File: config.mk
export PLATFORM = sky130hd
export DESIGN_NAME = uwire_bus_arbiter
export DESIGN_NICKNAME = d
export VERILOG_FILES = /design/src/rtl/uwire_arb_pkg.sv /design/src/rtl/uwire_rr_pick.sv /design/src/rtl/uwire_bus_arbiter.sv
export SDC_FILE = /design/constraint.sdc
export NUM_CORES = 1
export LEC_CHECK = 0
export CAP_MARGIN = 40
export CORE_ASPECT_RATIO = 1.4
export CORE_MARGIN = 5
export CORE_UTILIZATION = 30
export CTS_CLUSTER_DIAMETER = 50
export DETAILED_ROUTE_END_ITERATION = 8
export PLACE_DENSITY = 0.67
export SLEW_MARGIN = 20
export SYNTH_ARGS = -nofsm -noshare
export SYNTH_HDL_FRONTEND = slang
export SYNTH_SLANG_ARGS = --single-unit
File: constraint.sdc
create_clock -name clk -period 1.75 [get_ports clk]
set_clock_uncertainty 0.1 [all_clocks]
set_input_delay 0.175 -clock clk [delete_from_list [all_inputs] [get_ports clk]]
set_output_delay 0.175 -clock clk [all_outputs]
set_load 0.005 [all_outputs]
File: src/rtl/uwire_arb_pkg.sv
// Shared types and helpers for the uwire bus arbiter: FSM state encoding
// and a one-hot decoder sized for the largest legal requester count.
package uwire_arb_pkg;

    localparam int unsigned MAX_NREQ = 16;

    typedef enum logic [1:0] {
        IDLE = 2'd0,
        BUSY = 2'd1,
        TURN = 2'd2
    } arb_state_t;

    // Bits at or above nreq stay clear, so callers may slice the low nreq bits.
    function automatic logic [MAX_NREQ-1:0] onehot_f(input int unsigned index,
                                                     input int unsigned nreq);
        logic [MAX_NREQ-1:0] v;
        v = '0;
        for (int unsigned i = 0; i < MAX_NREQ; i++) begin
            if (i == index && i < nreq) begin
                v[i] = 1'b1;
            end
        end
        return v;
    endfunction

endpackage

File: src/rtl/uwire_rr_pick.sv
// Combinational round-robin picker: first asserted request strictly after
// ptr, wrapping modulo NREQ (works for non-power-of-two NREQ).
module uwire_rr_pick
    import uwire_arb_pkg::*;
#(
    parameter int unsigned NREQ = 4
) (
    input  logic [NREQ-1:0]         req,
    input  logic [$clog2(NREQ)-1:0] ptr,
    output logic                    any,
    output logic [$clog2(NREQ)-1:0] winner
);

    localparam int unsigned PW = $clog2(NREQ);

    always_comb begin
        int unsigned      idx;
        logic [PW-1:0]    idx_w;
        any    = 1'b0;
        winner = '0;
        idx    = 0;
        idx_w  = '0;
        for (int unsigned off = 1; off <= NREQ; off++) begin
            idx = 32'(ptr) + off;
            if (idx >= NREQ) begin
                idx = idx - NREQ;
            end
            idx_w = PW'(idx);
            if (!any && req[idx_w]) begin
                any    = 1'b1;
                winner = idx_w;
            end
        end
    end

endmodule

File: src/rtl/uwire_bus_arbiter.sv
// Round-robin owner sequencer for a single-driver shared bus: grants one
// requester at a time, caps tenure at MAXHOLD beats, and leaves a one-cycle gap.
module uwire_bus_arbiter
    import uwire_arb_pkg::*;
#(
    parameter int unsigned NREQ    = 4,
    parameter int unsigned DW      = 8,
    parameter int unsigned MAXHOLD = 4
) (
    input  logic                    clk,
    input  logic                    rst_n,
    input  logic [NREQ-1:0]         req,
    input  logic [NREQ*DW-1:0]      req_data,
    input  logic                    bus_ready,
    output logic [NREQ-1:0]         gnt,
    output logic [NREQ-1:0]         ack,
    output logic                    bus_valid,
    output logic [DW-1:0]           bus_data,
    output logic [$clog2(NREQ)-1:0] bus_owner
);

    localparam int unsigned PW = $clog2(NREQ);
    localparam int unsigned CW = $clog2(MAXHOLD + 1);

    if (MAXHOLD == 0) begin : g_bad_maxhold
        $fatal(1, "uwire_bus_arbiter: MAXHOLD must be at least 1");
    end
    if (NREQ < 2 || NREQ > MAX_NREQ) begin : g_bad_nreq
        $fatal(1, "uwire_bus_arbiter: NREQ must be in 2..16");
    end

    arb_state_t            state_q, state_d;
    logic [NREQ-1:0]       gnt_q, gnt_d;
    logic [PW-1:0]         owner_q, owner_d;
    logic [PW-1:0]         ptr_q, ptr_d;
    logic [CW-1:0]         cnt_q, cnt_d;

    logic                  pick_any;
    logic [PW-1:0]         pick_idx;
    logic [MAX_NREQ-1:0]   pick_oh;
    logic                  owner_req;
    logic                  beat_acc;
    logic                  hold_done;
    logic [DW-1:0]         slot [NREQ];

    uwire_rr_pick #(
        .NREQ (NREQ)
    ) u_pick (
        .req    (req),
        .ptr    (ptr_q),
        .any    (pick_any),
        .winner (pick_idx)
    );

    assign pick_oh = onehot_f(32'(pick_idx), NREQ);

    for (genvar g = 0; g < NREQ; g++) begin : g_slot
        assign slot[g] = req_data[g*DW +: DW];
    end

    // A beat dropped in the same cycle as req falls out naturally: bus_valid
    // follows req[owner], so no ack and no count on the release cycle.
    assign owner_req = req[owner_q];
    assign bus_valid = (state_q == BUSY) && owner_req;
    assign beat_acc  = bus_valid && bus_ready;
    assign hold_done = beat_acc && (cnt_q == CW'(MAXHOLD - 1));

    assign gnt       = gnt_q;
    assign ack       = gnt_q & req & {NREQ{bus_ready}};
    assign bus_owner = owner_q;

    // The one and only driver of the shared net.
    uwire [DW-1:0] bus_net;
    assign bus_net  = bus_valid ? slot[owner_q] : '0;
    assign bus_data = bus_net;

    always_comb begin
        state_d = state_q;
        gnt_d   = gnt_q;
        owner_d = owner_q;
        ptr_d   = ptr_q;
        cnt_d   = cnt_q;
        case (state_q)
            IDLE, TURN: begin
                if (pick_any) begin
                    state_d = BUSY;
                    gnt_d   = pick_oh[NREQ-1:0];
                    owner_d = pick_idx;
                    cnt_d   = '0;
                end else begin
                    state_d = IDLE;
                    gnt_d   = '0;
                    owner_d = '0;
                end
            end
            BUSY: begin
                if (!owner_req || hold_done) begin
                    state_d = TURN;
                    gnt_d   = '0;
                    ptr_d   = owner_q;
                    owner_d = '0;
                    cnt_d   = '0;
                end else if (beat_acc) begin
                    cnt_d = cnt_q + CW'(1);
                end
            end
            default: begin
                state_d = IDLE;
                gnt_d   = '0;
                owner_d = '0;
                cnt_d   = '0;
            end
        endcase
    end

    always_ff @(posedge clk or negedge rst_n) begin
        if (!rst_n) begin
            state_q <= IDLE;
            gnt_q   <= '0;
            owner_q <= '0;
            ptr_q   <= PW'(NREQ - 1);
            cnt_q   <= '0;
        end else begin
            state_q <= state_d;
            gnt_q   <= gnt_d;
            owner_q <= owner_d;
            ptr_q   <= ptr_d;
            cnt_q   <= cnt_d;
        end
    end

    a_gnt_onehot0: assert property (@(posedge clk) disable iff (!rst_n)
        $onehot0(gnt_q));
    a_valid_owned: assert property (@(posedge clk) disable iff (!rst_n)
        bus_valid |-> gnt_q[owner_q]);
    a_turn_quiet: assert property (@(posedge clk) disable iff (!rst_n)
        (state_q != BUSY) |-> (gnt_q == '0 && !bus_valid));

    if (NREQ < MAX_NREQ) begin : g_oh_range
        a_pick_in_range: assert property (@(posedge clk) disable iff (!rst_n)
            pick_oh[MAX_NREQ-1:NREQ] == '0);
    end

endmodule

* Yosys cells after proc, flatten, opt, wreduce, memory -nomap -nowiden
Cells that the tools add are included.
** Cells by class
- Reductions and logical operators :: 16
- Order comparisons :: 10
- Bitwise operators :: 3
- Mux-type cells :: 43
- Add/sub/neg operators :: 9
- Eq/ne operators :: 9
** Operator list (number)
- two-way mux 8 bit :: 3
- two-way mux 2 bit :: 11
- binary-select mux 8 bit (select 2 bit) :: 1
- less-than comparator 2 x 3 -> 1 bit, second input constant :: 5
- two-way mux 1 bit :: 14
- >= comparator 3 bit, second input constant :: 4
- binary-select mux 1 bit (select 2 bit) :: 5
- two-way mux 3 bit :: 3
- AND 4 bit :: 2
- two-way mux 4 bit :: 2
- case mux 2 bit (2 select lines) :: 2
- case mux 4 bit (2 select lines) :: 1
- subtractor 2 x 1 -> 2 bit, second input constant :: 4
- adder 2 x 2 -> 3 bit, second input constant :: 2
- logical AND 1 bit :: 6
- case mux 3 bit (2 select lines) :: 1
- adder 2 x 3 -> 4 bit, second input constant :: 1
- equality test 2 bit, first input constant :: 2
- >= comparator 4 x 3 -> 1 bit, second input constant :: 1
- logical NOT 1 bit :: 4
- logical NOT 2 bit :: 2
- AND reduction 2 bit :: 2
- adder 2 x 1 -> 3 bit, second input constant :: 1
- adder 3 x 1 -> 3 bit, second input constant :: 1
- other kinds (10) :: 10
** Storage, ports and cells
- Word-level logic and storage cells :: 95
- Output and inout bits :: 19
- Bits of input ports :: 39
- Register bits after elaboration :: 13

* Logic depth before layout (Yosys ltp)
- Word-level depth :: 19
- Mapped depth :: 7

* Cells and area by module
Synthesis repeated with hierarchy kept, for this count alone.
** Second synthesis, totals
- Cell total of the unflattened synthesis :: 92
- Area, all modules :: 987.2 um^2
** By module, submodules not included
- uwire_bus_arbiter :: area each 895.9 um^2, cells an instance 78, seq. area each 327.8 um^2, instances 1
- uwire_rr_pick :: area each 91.3 um^2, cells an instance 14, seq. area each 0.0 um^2, instances 1

* Least setup slack after synthesis
OpenSTA, ideal clock, no wires.
- Kind :: register to register
- Start point :: register owner_q[0], in the netlist bus_owner[0]
- End point :: register gnt_q[2], in the netlist gnt[2]
- Clock period less this slack :: 1.653 ns
- Path buffers :: 1
- Cell stages (with the launch flop) :: 5
- Arrival time :: 1.432 ns
- Slack :: 0.097 ns
- Path through :: dfrtp_1 mux4_2 and3_1 buf_6 a22o_1
** Between the ends
- Cells in the longest elaborated chain, start to end :: 7
- Elaborated cells on any way between the ends :: 8
- Classes of those cells :: eq/ne: 1; mux: 2; reduce/logical: 5
** Ends and longest elaborated chain
- start, declared :: RTL line uwire_bus_arbiter.sv:34 : logic [PW-1:0] owner_q, owner_d;
- start signal, assigned :: RTL line uwire_bus_arbiter.sv:126 : owner_q <= owner_d;
- binary-select mux 1 bit (select 2 bit) * :: RTL line uwire_bus_arbiter.sv:63 : assign owner_req = req[owner_q];
- two-way mux 1 bit (not written as such) * :: RTL line uwire_bus_arbiter.sv:63
- logical AND 1 bit :: RTL line uwire_bus_arbiter.sv:64 : assign bus_valid = (state_q == BUSY) && owner_req;
- logical AND 1 bit :: RTL line uwire_bus_arbiter.sv:65 : assign beat_acc = bus_valid && bus_ready;
- logical AND 1 bit :: RTL line uwire_bus_arbiter.sv:66 : assign hold_done = beat_acc && (cnt_q == CW'(MAXHOLD - 1));
- logical OR 1 bit * :: RTL line uwire_bus_arbiter.sv:97 : if (!owner_req || hold_done) begin
- inequality test 2 x 1 -> 1 bit (no source line) *
- end signal, assigned :: RTL line uwire_bus_arbiter.sv:125 : gnt_q <= gnt_d;
- end, declared :: RTL line uwire_bus_arbiter.sv:33 : logic [NREQ-1:0] gnt_q, gnt_d;
Mark *: on every way between the ends. The rest lies on a longest branch, timed or not. The select of a mux whose other input is x is not followed.
A chain may end at the register's enable or synchronous reset.

* Worst setup path in the final report
- Start point :: register owner_q[0], in the netlist bus_owner[0]
- End point :: output port bus_data[0]
** Between the ends
- Cells in the longest elaborated chain, start to end :: 5
- Elaborated cells on any way between the ends :: 8
- Classes of those cells :: mux: 6; bitwise: 1; reduce/logical: 1
** Ends and longest elaborated chain
- NOT 2 -> 3 bit (not written as such) :: RTL line uwire_bus_arbiter.sv:74 : assign bus_net = bus_valid ? slot[owner_q] : '0;
- binary-select mux 8 bit (select 2 bit) :: RTL line uwire_bus_arbiter.sv:74
- two-way mux 8 bit (not written as such) (2 in a row) :: RTL line uwire_bus_arbiter.sv:74
- two-way mux 8 bit * :: RTL line uwire_bus_arbiter.sv:74
- end, declared :: RTL line uwire_bus_arbiter.sv:18 : output logic [DW-1:0] bus_data,
Marks and branches as above.

==> metrics.yaml <==
instances_no_fill: 215
core_um2: 3060
worstSkewPairLatency_ns: 0.24
post_drt_wl_per_cell_um: 15.9
hpwl_um: 2580
synthTopCellsByCount: "13 x and3_1, 13 x nand2_1, 11 x dfrtp_1"
synth-simple-area-share: 0.210
fin_ws_ns: -0.218
drc: 0
rows: 24
post-route-period-util: 1.12
die-area_um2: 4370
clk_path_buf_depth: 2
cts.clk_slew.worst_paths_ns: 0.06
p_leak_nw: 0.894
fillers: 252
highest_layer: "met3"
p_per_area_nw_per_um2: 1410
syn_inst: 90
htree_levels: 1
grt_max_degree: 14
hold_viol: 0
ir_drop_uv: 961
drive_gt1_frac: 0.415
firstDrtPassIters: 4
synthAdderAreaFrac: 0.0266
post-place-cells: 197
crit_chain: "mux4_2, buf_6, and3_4, buf_6"
dr.first_iter.drc_count: 31
yosysTopAreaCell: "dfrtp_1"
num_vias: 1033
cp.required_ns: 1.47
portBuffers: 57
dp_slack_ns: -0.369
io_pins: 58
crit_arrival_ns: 1.69
min_period_ns: 1.97
rsz0062_at_grt: "yes"
met1_length_um: 1410
dr_wl_met3_um: 185
worstMarginPinSlew_ns: 0.591
detail-route-antenna-nets: 0
cap_violations: 0
synth_xor_area_frac: 0
grt_pass1_wl_um: 5650
die_x_um: 57.3
crit_type: "reg -> out"
initial_utilization: 0.307
fmax_mhz: 508
ys_warn_count: 0
synthArstFlopShare: 1.00
yosys.area.top_type_share: 0.293
start_kind: "register"
crit_fanout: 6
tritoncts: "built"
status: "finished with violations"
grt_pass1_vias: 1115
synth_cell_type_count: 31
numCtsBuffers: 3
fp.dieH_um: 76.3
holdCritPathClass: "in -> async"
gp_routability_congestion: 0.767
timing.critical_path.to_type: "output port"
root_buffer: "clkbuf_8"
globalRoute.totalOverflow: 0
synthTopCellsByArea: "dfrtp_1 29%, mux4_2 22%, and3_1 8.6%"
synth_edf_count: 0
design_area_um2: 1920
syn_nets: 131
n_antenna_cell: 0
crit_slowest_cell: "mux4_2"
syn_to_final_growth_pct: 105
synth_seq_cells: 13
slowest_delay_ns: 0.60
nets: 218
cts.sinks: 13
final_util: 0.628
yosys_most_used_dff: "dfrtp_1"
synthMuxAreaShare: 0.250
setup_violations: 22
cpMostUsedCell: "buf_6"
routed_wl_um: 3430
antenna_found_initial: 0
ys_seq_area_frac: 0.348
synth_top_family_by_area: "multiplexers"
violations: "negative setup slack"
timing.final.max_slew_violations: 0
viasPerCell: 4.80
placed_area_um2: 1680
synth_compound_area_frac: 0.118
netlist_area_um2: 941
avgSynthCellArea_um2: 10.5
slew_headroom: 0.605
holdBufCountCts: 0
track_usage: 0.159
route.met2.wl_um: 1830
[report_power, final]
group / leakage, nW / internal [mW] / switching (mW)
Combinational: 0.707 / 1.19 / 0.684
Clock: 0.0228 / 0.161 / 0.108
Sequential: 0.164 / 0.435 / 0.123
Total: 0.894 / 1.79 / 0.915
[kinds of logic (layout without fill, tap and decap cells)]
group / after synthesis / after routing
and+or+nand+nor: 39 / 39
AOI/OAI and AO/OA: 15 / 15
buffers and inverters: 9 / 95
DFF: 13 / 13
adders and majority gates: 2 / 2
muxes: 12 / 12
[area by class of cell]
type | instances | area, um2 | share of cell area
clock buffers | 4 | 45.0 | 0.0234
multi-input cells | 68 | 651 | 0.338
repair buffers | 87 | 836 | 0.434
well taps | 39 | 48.8 | 0.0254
inverters | 4 | 15.0 | 0.00780
flip-flops and latches | 13 | 329 | 0.171
[registers in the layout, indices dropped and copies added (netlist names)]
signal and cells:
state_q 2, bus_owner 2, gnt 4, ptr_q 2
cnt_q 3
[routing by layer]
layer  up-vias  GRT usage
met4         0     0.0371
met1       491      0.183
met2        33      0.297
li1        509          -
met3         0     0.0271
met5         -          0
[cell usage in the layout, fill, tap and decap left out, types with 3 or more instances in the layout]
cell type        Yosys  final
clkdlybuf4s50_1      0     46
clkbuf_8             0      3
dfrtp_1             11     10
buf_6                1     13
buf_2                2      5
inv_1                4      4
nor2_1               5      5
and3_4               0      5
nand2_1             13      9
mux4_2               9      9
nand2_2              0      4
and3_1              13      8
buf_4                0     19
[stage by stage]
step / hold slack [ns] / TNS [ns] / total power, mW
floorplan: -0.221 / 0 / 1.23
global placement: 0.363 / -5.85 / 1.95
detailed placement: 0.376 / -6.61 / 1.99
CTS: 0.230 / -3.17 / 2.55
global route: 0.250 / -4.56 / 2.89
finish: 0.209 / -3.38 / 2.71
[critical path: cells and delay by family (launching register included)]
kind / cells / cell delay, ns
flip-flops: 1 / 0.41
buffers and inverters: 2 / 0.27
AND/OR/NAND/NOR: 1 / 0.17
multiplexers: 1 / 0.60
[path summary, 6_finish.rpt]
path | startpoint | end | slack [ns] | cells after the start
max | bus_owner[0]$_DFFE_PN0P_ | bus_data[0] | -0.22 | 4
max reg2reg | bus_owner[0]$_DFFE_PN0P_ | cnt_q[2]$_DFFE_PN0P_ | -0.21 | 5
min reg2reg | cnt_q[2]$_DFFE_PN0P_ | cnt_q[2]$_DFFE_PN0P_ | 0.40 | 2
max in group asynchronous | rst_n | bus_owner[0]$_DFFE_PN0P_ | 0.92 | 1
min in group clk | cnt_q[2]$_DFFE_PN0P_ | cnt_q[2]$_DFFE_PN0P_ | 0.40 | 2
min | rst_n | cnt_q[0]$_DFFE_PN0P_ | 0.21 | 1
[timing repair]
action | CTS | global route
endpoints found under the setup margin | 22 | 24
endpoints found under the hold margin | 0 | 0
setup buffers | 12 | 2
resized for setup | 60 | 14
pin swaps | 16 | 4
No activity file was read; power rests on OpenSTA's default activity.
